==> src/rtl/upsample_nn.sv <==
// Nearest-neighbour upsampler: ping-pong line buffer, each line replayed SCALE x SCALE.
// Optional sticky drop indicator overflow_o when UPSAMPLE_OVF_EN is defined.
module upsample_nn #(
  parameter int unsigned DATA_WIDTH  = 8,
  parameter int unsigned CHANNEL_NUM = 3,
  parameter int unsigned STRING_LEN  = 4,
  parameter int unsigned SCALE       = 2
) (
  input  logic                         clk,
  input  logic                         reset_n,
`ifdef UPSAMPLE_OVF_EN
  output logic                         overflow_o,
`endif
  input  logic                         sop_i,
  input  logic                         eop_i,
  input  logic                         sof_i,
  input  logic                         eof_i,
  input  logic                         valid_i,
  input  logic signed [DATA_WIDTH-1:0] data_i,
  output logic signed [DATA_WIDTH-1:0] data_o,
  output logic                         data_valid_o,
  output logic                         sop_o,
  output logic                         eop_o,
  output logic                         sof_o,
  output logic                         eof_o
);

  localparam int unsigned LineW = CHANNEL_NUM * STRING_LEN;
  localparam int unsigned AW    = (LineW > 1) ? $clog2(LineW) : 1;
  localparam int unsigned PW    = $clog2(LineW + 1);
  localparam int unsigned ChW   = (CHANNEL_NUM > 1) ? $clog2(CHANNEL_NUM) : 1;
  localparam int unsigned PixW  = (STRING_LEN > 1) ? $clog2(STRING_LEN) : 1;
  localparam int unsigned RepW  = $clog2(SCALE);

  localparam logic [PW-1:0]   LineWP = PW'(LineW);
  localparam logic [ChW-1:0]  ChMax  = ChW'(CHANNEL_NUM - 1);
  localparam logic [PixW-1:0] PixMax = PixW'(STRING_LEN - 1);
  localparam logic [RepW-1:0] RepMax = RepW'(SCALE - 1);

  typedef enum logic [1:0] {StIdle, StRun, StLast} state_e;

  logic signed [DATA_WIDTH-1:0] mem_q [2][LineW];
  logic signed [DATA_WIDTH-1:0] rd_data_q;

  logic          wr_bank_q, wr_bank_d;
  logic [PW-1:0] wr_ptr_q, wr_ptr_d;
  logic          wr_active_q, wr_active_d;
  logic          wr_sof_q, wr_sof_d;
  logic          mem_we;
  logic [AW-1:0] mem_waddr;
  logic          commit;

  logic [1:0] full_q, full_d, full_avail;
  logic [1:0] sof_tag_q, eof_tag_q;

  state_e          state_q, state_d;
  logic            rd_bank_q, rd_bank_d;
  logic [ChW-1:0]  ch_q, ch_d;
  logic [RepW-1:0] hrep_q, hrep_d;
  logic [PixW-1:0] pix_q, pix_d;
  logic [RepW-1:0] vrep_q, vrep_d;
  logic            issue, rd_clear;
  logic [AW-1:0]   rd_addr;

  logic v1_q, sop1_q, eop1_q, sof1_q, eof1_q;
  logic sop1_d, eop1_d, sof1_d, eof1_d;

  // Write side: a sop_i that finds its bank still full discards the whole line.
  always_comb begin
    wr_bank_d   = wr_bank_q;
    wr_ptr_d    = wr_ptr_q;
    wr_active_d = wr_active_q;
    wr_sof_d    = wr_sof_q;
    mem_we      = 1'b0;
    mem_waddr   = AW'(wr_ptr_q);
    commit      = 1'b0;
    if (valid_i) begin
      if (sop_i) begin
        if (full_q[wr_bank_q]) begin
          wr_active_d = 1'b0;
        end else begin
          wr_active_d = 1'b1;
          mem_we      = 1'b1;
          mem_waddr   = '0;
          wr_ptr_d    = PW'(1);
          wr_sof_d    = sof_i;
        end
      end else if (wr_active_q && (wr_ptr_q < LineWP)) begin
        mem_we   = 1'b1;
        wr_ptr_d = wr_ptr_q + 1'b1;
      end
      if (eop_i && wr_active_d) begin
        commit      = 1'b1;
        wr_active_d = 1'b0;
        wr_bank_d   = ~wr_bank_q;
      end
    end
  end

  always_comb begin
    full_d = full_q;
    if (rd_clear) full_d[rd_bank_q] = 1'b0;
    if (commit)   full_d[wr_bank_q] = 1'b1;
  end

  // Lets the reader start on a bank in the very cycle it is committed.
  assign full_avail = full_q | ({1'b0, commit} << wr_bank_q);

  // LAST issues the final word so back-to-back replays run without a gap.
  always_comb begin
    state_d   = state_q;
    rd_bank_d = rd_bank_q;
    ch_d      = ch_q;
    hrep_d    = hrep_q;
    pix_d     = pix_q;
    vrep_d    = vrep_q;
    issue     = 1'b0;
    rd_clear  = 1'b0;
    unique case (state_q)
      StIdle: begin
        if (full_avail[rd_bank_q]) state_d = StRun;
      end
      StRun: begin
        issue = 1'b1;
        if (ch_q != ChMax) begin
          ch_d = ch_q + 1'b1;
        end else begin
          ch_d = '0;
          if (hrep_q != RepMax) begin
            hrep_d = hrep_q + 1'b1;
          end else begin
            hrep_d = '0;
            if (pix_q != PixMax) begin
              pix_d = pix_q + 1'b1;
            end else begin
              pix_d  = '0;
              vrep_d = vrep_q + 1'b1;
            end
          end
        end
        if ((ch_d == ChMax) && (hrep_d == RepMax) && (pix_d == PixMax) && (vrep_d == RepMax)) begin
          state_d = StLast;
        end
      end
      StLast: begin
        issue     = 1'b1;
        rd_clear  = 1'b1;
        rd_bank_d = ~rd_bank_q;
        ch_d      = '0;
        hrep_d    = '0;
        pix_d     = '0;
        vrep_d    = '0;
        state_d   = full_avail[~rd_bank_q] ? StRun : StIdle;
      end
      default: state_d = StIdle;
    endcase
  end

  assign rd_addr = AW'(pix_q * CHANNEL_NUM + ch_q);

  always_comb begin
    sop1_d = issue && (ch_q == '0) && (hrep_q == '0) && (pix_q == '0);
    eop1_d = issue && (ch_q == ChMax) && (hrep_q == RepMax) && (pix_q == PixMax);
    sof1_d = sop1_d && (vrep_q == '0) && sof_tag_q[rd_bank_q];
    eof1_d = eop1_d && (vrep_q == RepMax) && eof_tag_q[rd_bank_q];
  end

  // Storage is never reset; full flags gate every read.
  always_ff @(posedge clk) begin
    if (mem_we) mem_q[wr_bank_q][mem_waddr] <= data_i;
    rd_data_q <= mem_q[rd_bank_q][rd_addr];
  end

  always_ff @(posedge clk or negedge reset_n) begin
    if (!reset_n) begin
      wr_bank_q    <= 1'b0;
      wr_ptr_q     <= '0;
      wr_active_q  <= 1'b0;
      wr_sof_q     <= 1'b0;
      full_q       <= '0;
      sof_tag_q    <= '0;
      eof_tag_q    <= '0;
      state_q      <= StIdle;
      rd_bank_q    <= 1'b0;
      ch_q         <= '0;
      hrep_q       <= '0;
      pix_q        <= '0;
      vrep_q       <= '0;
      v1_q         <= 1'b0;
      sop1_q       <= 1'b0;
      eop1_q       <= 1'b0;
      sof1_q       <= 1'b0;
      eof1_q       <= 1'b0;
      data_o       <= '0;
      data_valid_o <= 1'b0;
      sop_o        <= 1'b0;
      eop_o        <= 1'b0;
      sof_o        <= 1'b0;
      eof_o        <= 1'b0;
    end else begin
      wr_bank_q   <= wr_bank_d;
      wr_ptr_q    <= wr_ptr_d;
      wr_active_q <= wr_active_d;
      wr_sof_q    <= wr_sof_d;
      full_q      <= full_d;
      if (commit) begin
        sof_tag_q[wr_bank_q] <= wr_sof_d;
        eof_tag_q[wr_bank_q] <= eof_i;
      end
      state_q      <= state_d;
      rd_bank_q    <= rd_bank_d;
      ch_q         <= ch_d;
      hrep_q       <= hrep_d;
      pix_q        <= pix_d;
      vrep_q       <= vrep_d;
      v1_q         <= issue;
      sop1_q       <= sop1_d;
      eop1_q       <= eop1_d;
      sof1_q       <= sof1_d;
      eof1_q       <= eof1_d;
      data_o       <= v1_q ? rd_data_q : '0;
      data_valid_o <= v1_q;
      sop_o        <= sop1_q;
      eop_o        <= eop1_q;
      sof_o        <= sof1_q;
      eof_o        <= eof1_q;
    end
  end

`ifdef UPSAMPLE_OVF_EN
  logic ovf_q;
  logic drop, sof_accept;

  assign drop       = valid_i && sop_i && full_q[wr_bank_q];
  assign sof_accept = valid_i && sop_i && !full_q[wr_bank_q] && sof_i;

  always_ff @(posedge clk or negedge reset_n) begin
    if (!reset_n) begin
      ovf_q <= 1'b0;
    end else if (drop) begin
      ovf_q <= 1'b1;
    end else if (sof_accept) begin
      ovf_q <= 1'b0;
    end
  end

  assign overflow_o = ovf_q;
`endif

endmodule

==> config.mk <==
export PLATFORM = sky130hd
export DESIGN_NAME = upsample_nn
export DESIGN_NICKNAME = d
export VERILOG_FILES = /design/src/rtl/upsample_nn.sv
export SDC_FILE = /design/constraint.sdc
export NUM_CORES = 1
export LEC_CHECK = 0
export CAP_MARGIN = 20
export CORE_UTILIZATION = 55
export CTS_BUF_LIST = sky130_fd_sc_hd__clkbuf_8 sky130_fd_sc_hd__clkbuf_16
export DETAILED_ROUTE_END_ITERATION = 8
export PLACE_DENSITY = 0.75
export SYNTH_ARGS = -nofsm -noshare
export SYNTH_HDL_FRONTEND = slang
export SYNTH_SLANG_ARGS = --single-unit
==> constraint.sdc <==
create_clock -name clk -period 2.69 [get_ports clk]
set_clock_uncertainty 0.2 [all_clocks]
set_input_delay 0.807 -clock clk [delete_from_list [all_inputs] [get_ports clk]]
set_output_delay 0.807 -clock clk [all_outputs]
set_load 0.02 [all_outputs]
==> results.sh <==
export IMPL_r2r_cells=7
export IMPL_failed_checks="negative setup slack"
export IMPL_finalMaxSlewViolations=0
export IMPL_syn2layout_area_growth_pct=19.7
export IMPL_drc=0
export IMPL_drt_pre_antenna_iters=7
export IMPL_place_area_mm2=0.0106
export IMPL_place_ws_ns=-0.321
export IMPL_fin_nets=666
export IMPL_fillers=1066
export IMPL_muxShareOfSynthArea_pct=13.9
export IMPL_worst_path_buf_inv=1
export IMPL_setup_viol=5
export IMPL_synth_fa_ha_area_share_pct=1.73
export IMPL_hp_class="reg -> reg"
export IMPL_r2r_start="pix_q[0]"
export IMPL_max_stage_delay_ns=0.62
export IMPL_path_cells="fa_1 -> ha_2 -> fa_2 -> buf_6 -> mux4_2 -> mux2i_1 -> o311ai_1"
export IMPL_dieArea_mm2=0.0179
export IMPL_drt_wirelength_per_cell_um=22.3
export IMPL_final_cell_mix="192 x edfxtp_1, 69 x buf_4, 39 x dfrtp_1, 35 x nor2_1, 26 x clkdlybuf4s50_1"
export IMPL_antenna_found_initial=0
export IMPL_timing_rr_end="rd_data_q[6]"
export IMPL_ios=28
export IMPL_min_from="sof1_q"
export IMPL_power_leakage_uw=0.00420
export IMPL_ant_nets=0
export IMPL_routed_wl_um=19500
export IMPL_cts_made_buffers=24
export IMPL_fin_crit_sh_pct=108
export IMPL_synth_seq_area_share_pct=72.4
export IMPL_yosys_area_top_type_share_pct=60.3
export IMPL_intPower_uw=8960
export IMPL_rows=47
export IMPL_grt_max_degree=41
export IMPL_core_mm2=0.0168
export IMPL_globalplace_congestion=0.898
export IMPL_yosysTopAreaCell="edfxtp_1"
export IMPL_power_frac_comb_pct=41.8
export IMPL_vias=5203
export IMPL_clock_latency_ns=0.51
export IMPL_synth_simple_area_share_pct=6.43
export IMPL_ctsLongestPathBuffers=3
export IMPL_grt_pass1_vias=5287
export IMPL_synth_edf_count=192
export IMPL_crit_cells=7
export IMPL_hold_depth=0
export IMPL_pwr_share_seq_pct=34.4
export IMPL_portBuffers=27
export IMPL_synthTopCellsByArea="edfxtp_1 60%, dfrtp_1 10%, mux4_2 5.7%, mux4_1 3.8%, mux2i_1 2.6%"
export IMPL_cts_sinks=240
export IMPL_drive_gt1_share_pct=25.6
export IMPL_synthFlopType="edfxtp_1"
export IMPL_power_switching_uw=4570
export IMPL_crit_family="adder cells"
export IMPL_die_h_um=134
export IMPL_dp_cells=829
export IMPL_clk_pin_slew_ns=0.06
export IMPL_worst_pin_slew_ns=0.730
export IMPL_period_minus_slack_ns=2.89
export IMPL_synth_top_family_by_area="multiplexers"
export IMPL_p_sw_share_pct=33.8
export IMPL_synth_warnings=0
export IMPL_syn_nets=560
export IMPL_critical_path_arrival_ns=3.08
export IMPL_peakVddDrop_mv=0.807
export IMPL_rrSetupSlack_ns=-0.20
export IMPL_final_instance_count_excl_fill=877
export IMPL_cp_end_kind="flip-flop"
export IMPL_status="finished with violations"
export IMPL_cts_tree="yes"
export IMPL_final_common_cell="edfxtp_1"
export IMPL_vias_per_cell=5.93
export IMPL_start_util_pct=57.1
export IMPL_async_reset_ff_share_pct=16.7
export IMPL_synth_seq_cells=240
export IMPL_insertedDiodeCount=0
export IMPL_crit_type="reg -> reg"
export IMPL_max_slew_margin_rel_pct=51.2
export IMPL_worst_path_max_delay_cell="fa_2"
export IMPL_rsz0062_at_grt="true"
export IMPL_fmax_ghz=0.346
export IMPL_p_clk_share_pct=23.8
export IMPL_cap_violations=0
export IMPL_drt_iter0_drc=419
export IMPL_synth_xor_area_share_pct=0.0916
export IMPL_clk_root_buffer_cell="clkbuf_16"
export IMPL_synthDistinctLibCells=51
export IMPL_avgSynthCellArea_um2=17.9
export IMPL_synth_compound_area_share_pct=3.61
export IMPL_syn_inst=533
export IMPL_power_density_mw_per_mm2=1180
export IMPL_grt_util_all_layers_pct=22.6
export IMPL_whs_ns=0.154
export IMPL_worst_ep_required_time_ns=2.87
export IMPL_grt_pass1_wl_um=30000
export IMPL_hpwl_um=12200
export IMPL_htree_num_levels=1
export IMPL_die_x_um=134
export IMPL_cp_max_fo=4
export IMPL_grt_remaining_overflow=0
export IMPL_setup_ws_ns=-0.204
export IMPL_hold_end="sof_o"
export IMPL_hold_viol=0
export IMPL_final_area_mm2=0.0114
export IMPL_cp_start_kind="flip-flop"
export IMPL_syn_area_mm2=0.00956
## cell type report
class / count / area, um2 / share of cell area [%]
Multi-Input combinational cell: 260 / 2540 / 22.2
Inverter: 10 / 37.5 / 0.328
Clock inverter: 19 / 141 / 1.24
Tap cell: 220 / 275 / 2.41
Sequential cell: 240 / 6930 / 60.6
Timing Repair Buffer: 103 / 888 / 7.76
Clock buffer: 25 / 626 / 5.47
## power by group through the flow
stage	logic, uW	registers [uW]	clock network [uW]
4_1_cts	5190	4650	3250
2_1_floorplan	3330	4710	0
5_1_grt	6030	4700	3390
3_3_place_gp	4940	4700	0
3_5_place_dp	4990	4730	0
6_report	5650	4660	3220
## logic make-up (layout without fill, tap and decap cells)
logic type                 count (synthesis)  after routing
AOI/OAI and AO/OA                         46             46
xor gates and xnor gates                   1              1
adders and majority gates                 12             12
buffers and inverters                     33            157
DFF                                      240            240
muxes                                     78             78
and+or+nand+nor                          123            123
## worst max-delay path by stage
stage / slack [ns] / startpoint / end
6_report: -0.20 / pix_q[0] / rd_data_q[6]
5_1_grt: -0.31 / pix_q[0] / rd_data_q[6]
4_1_cts: -0.20 / pix_q[0] / rd_data_q[6]
3_5_place_dp: -0.32 / pix_q[0] / rd_data_q[3]
3_3_place_gp: -0.20 / valid_i / mem_q[1][19]
2_1_floorplan: -0.03 / pix_q[0] / rd_data_q[6]
## per-layer routing
| metal | part of all wire, % | wire length, um | vias up | track usage [%] |
|---|---|---|---|---|
| li1 | - | - | 2335 | - |
| met3 | 7.2 | 1420 | 40 | 4.65 |
| met4 | 2.5 | 491 | 0 | 6.25 |
| met5 | 0 | 0 | - | 0 |
| met2 | 49 | 9650 | 210 | 36.8 |
| met1 | 41 | 7990 | 2618 | 31.3 |
## metrics by stage
stage          util, %  power, uW  setup TNS [ns]
6_report          68.3      13500          -0.466
2_1_floorplan        -       8040         -0.0280
3_5_place_dp      62.9       9720          -33.67
4_1_cts           67.7      13100          -0.263
3_3_place_gp      62.9       9650          -25.62
5_1_grt           68.3      14100           -1.01
## state kept, by name (all words and copies together), names as in the netlist, 2 cells and up
name and flops:
mem_q 192, data_o 8, pix_q 2, ch_q 2
rd_data_q 8, wr_ptr_q 4, sof_tag_q 2, full_q 2
eof_tag_q 2, state_q 2
## repair_timing
action | CTS | global route
setup endpoints to repair | 8 | 8
resized for setup | 7 | 15
pin swaps | 0 | 4
hold buffers | 0 | 0
buffers inserted | 0 | 4
## synthesized netlist by cell type (all sizes together), types with 2 or more instances
cell type / instances
a211o: 2
a21o: 3
a21oi: 5
a22oi: 11
a31oi: 2
a32oi: 3
and2: 8
and3: 5
buf: 16
clkbuf: 7
dfrtp: 40
dfxtp: 8
edfxtp: 192
fa: 2
ha: 10
inv: 10
mux2: 15
mux2i: 25
mux4: 38
nand2: 21
nand2b: 3
nand3: 22
nand3b: 2
nand4: 10
nand4b: 3
nor2: 37
nor2b: 3
nor3: 2
nor3b: 3
o2111ai: 3
o211ai: 2
o21ai: 2
o22ai: 2
o2bb2ai: 5
No activity file was read; power rests on OpenSTA's default activity.
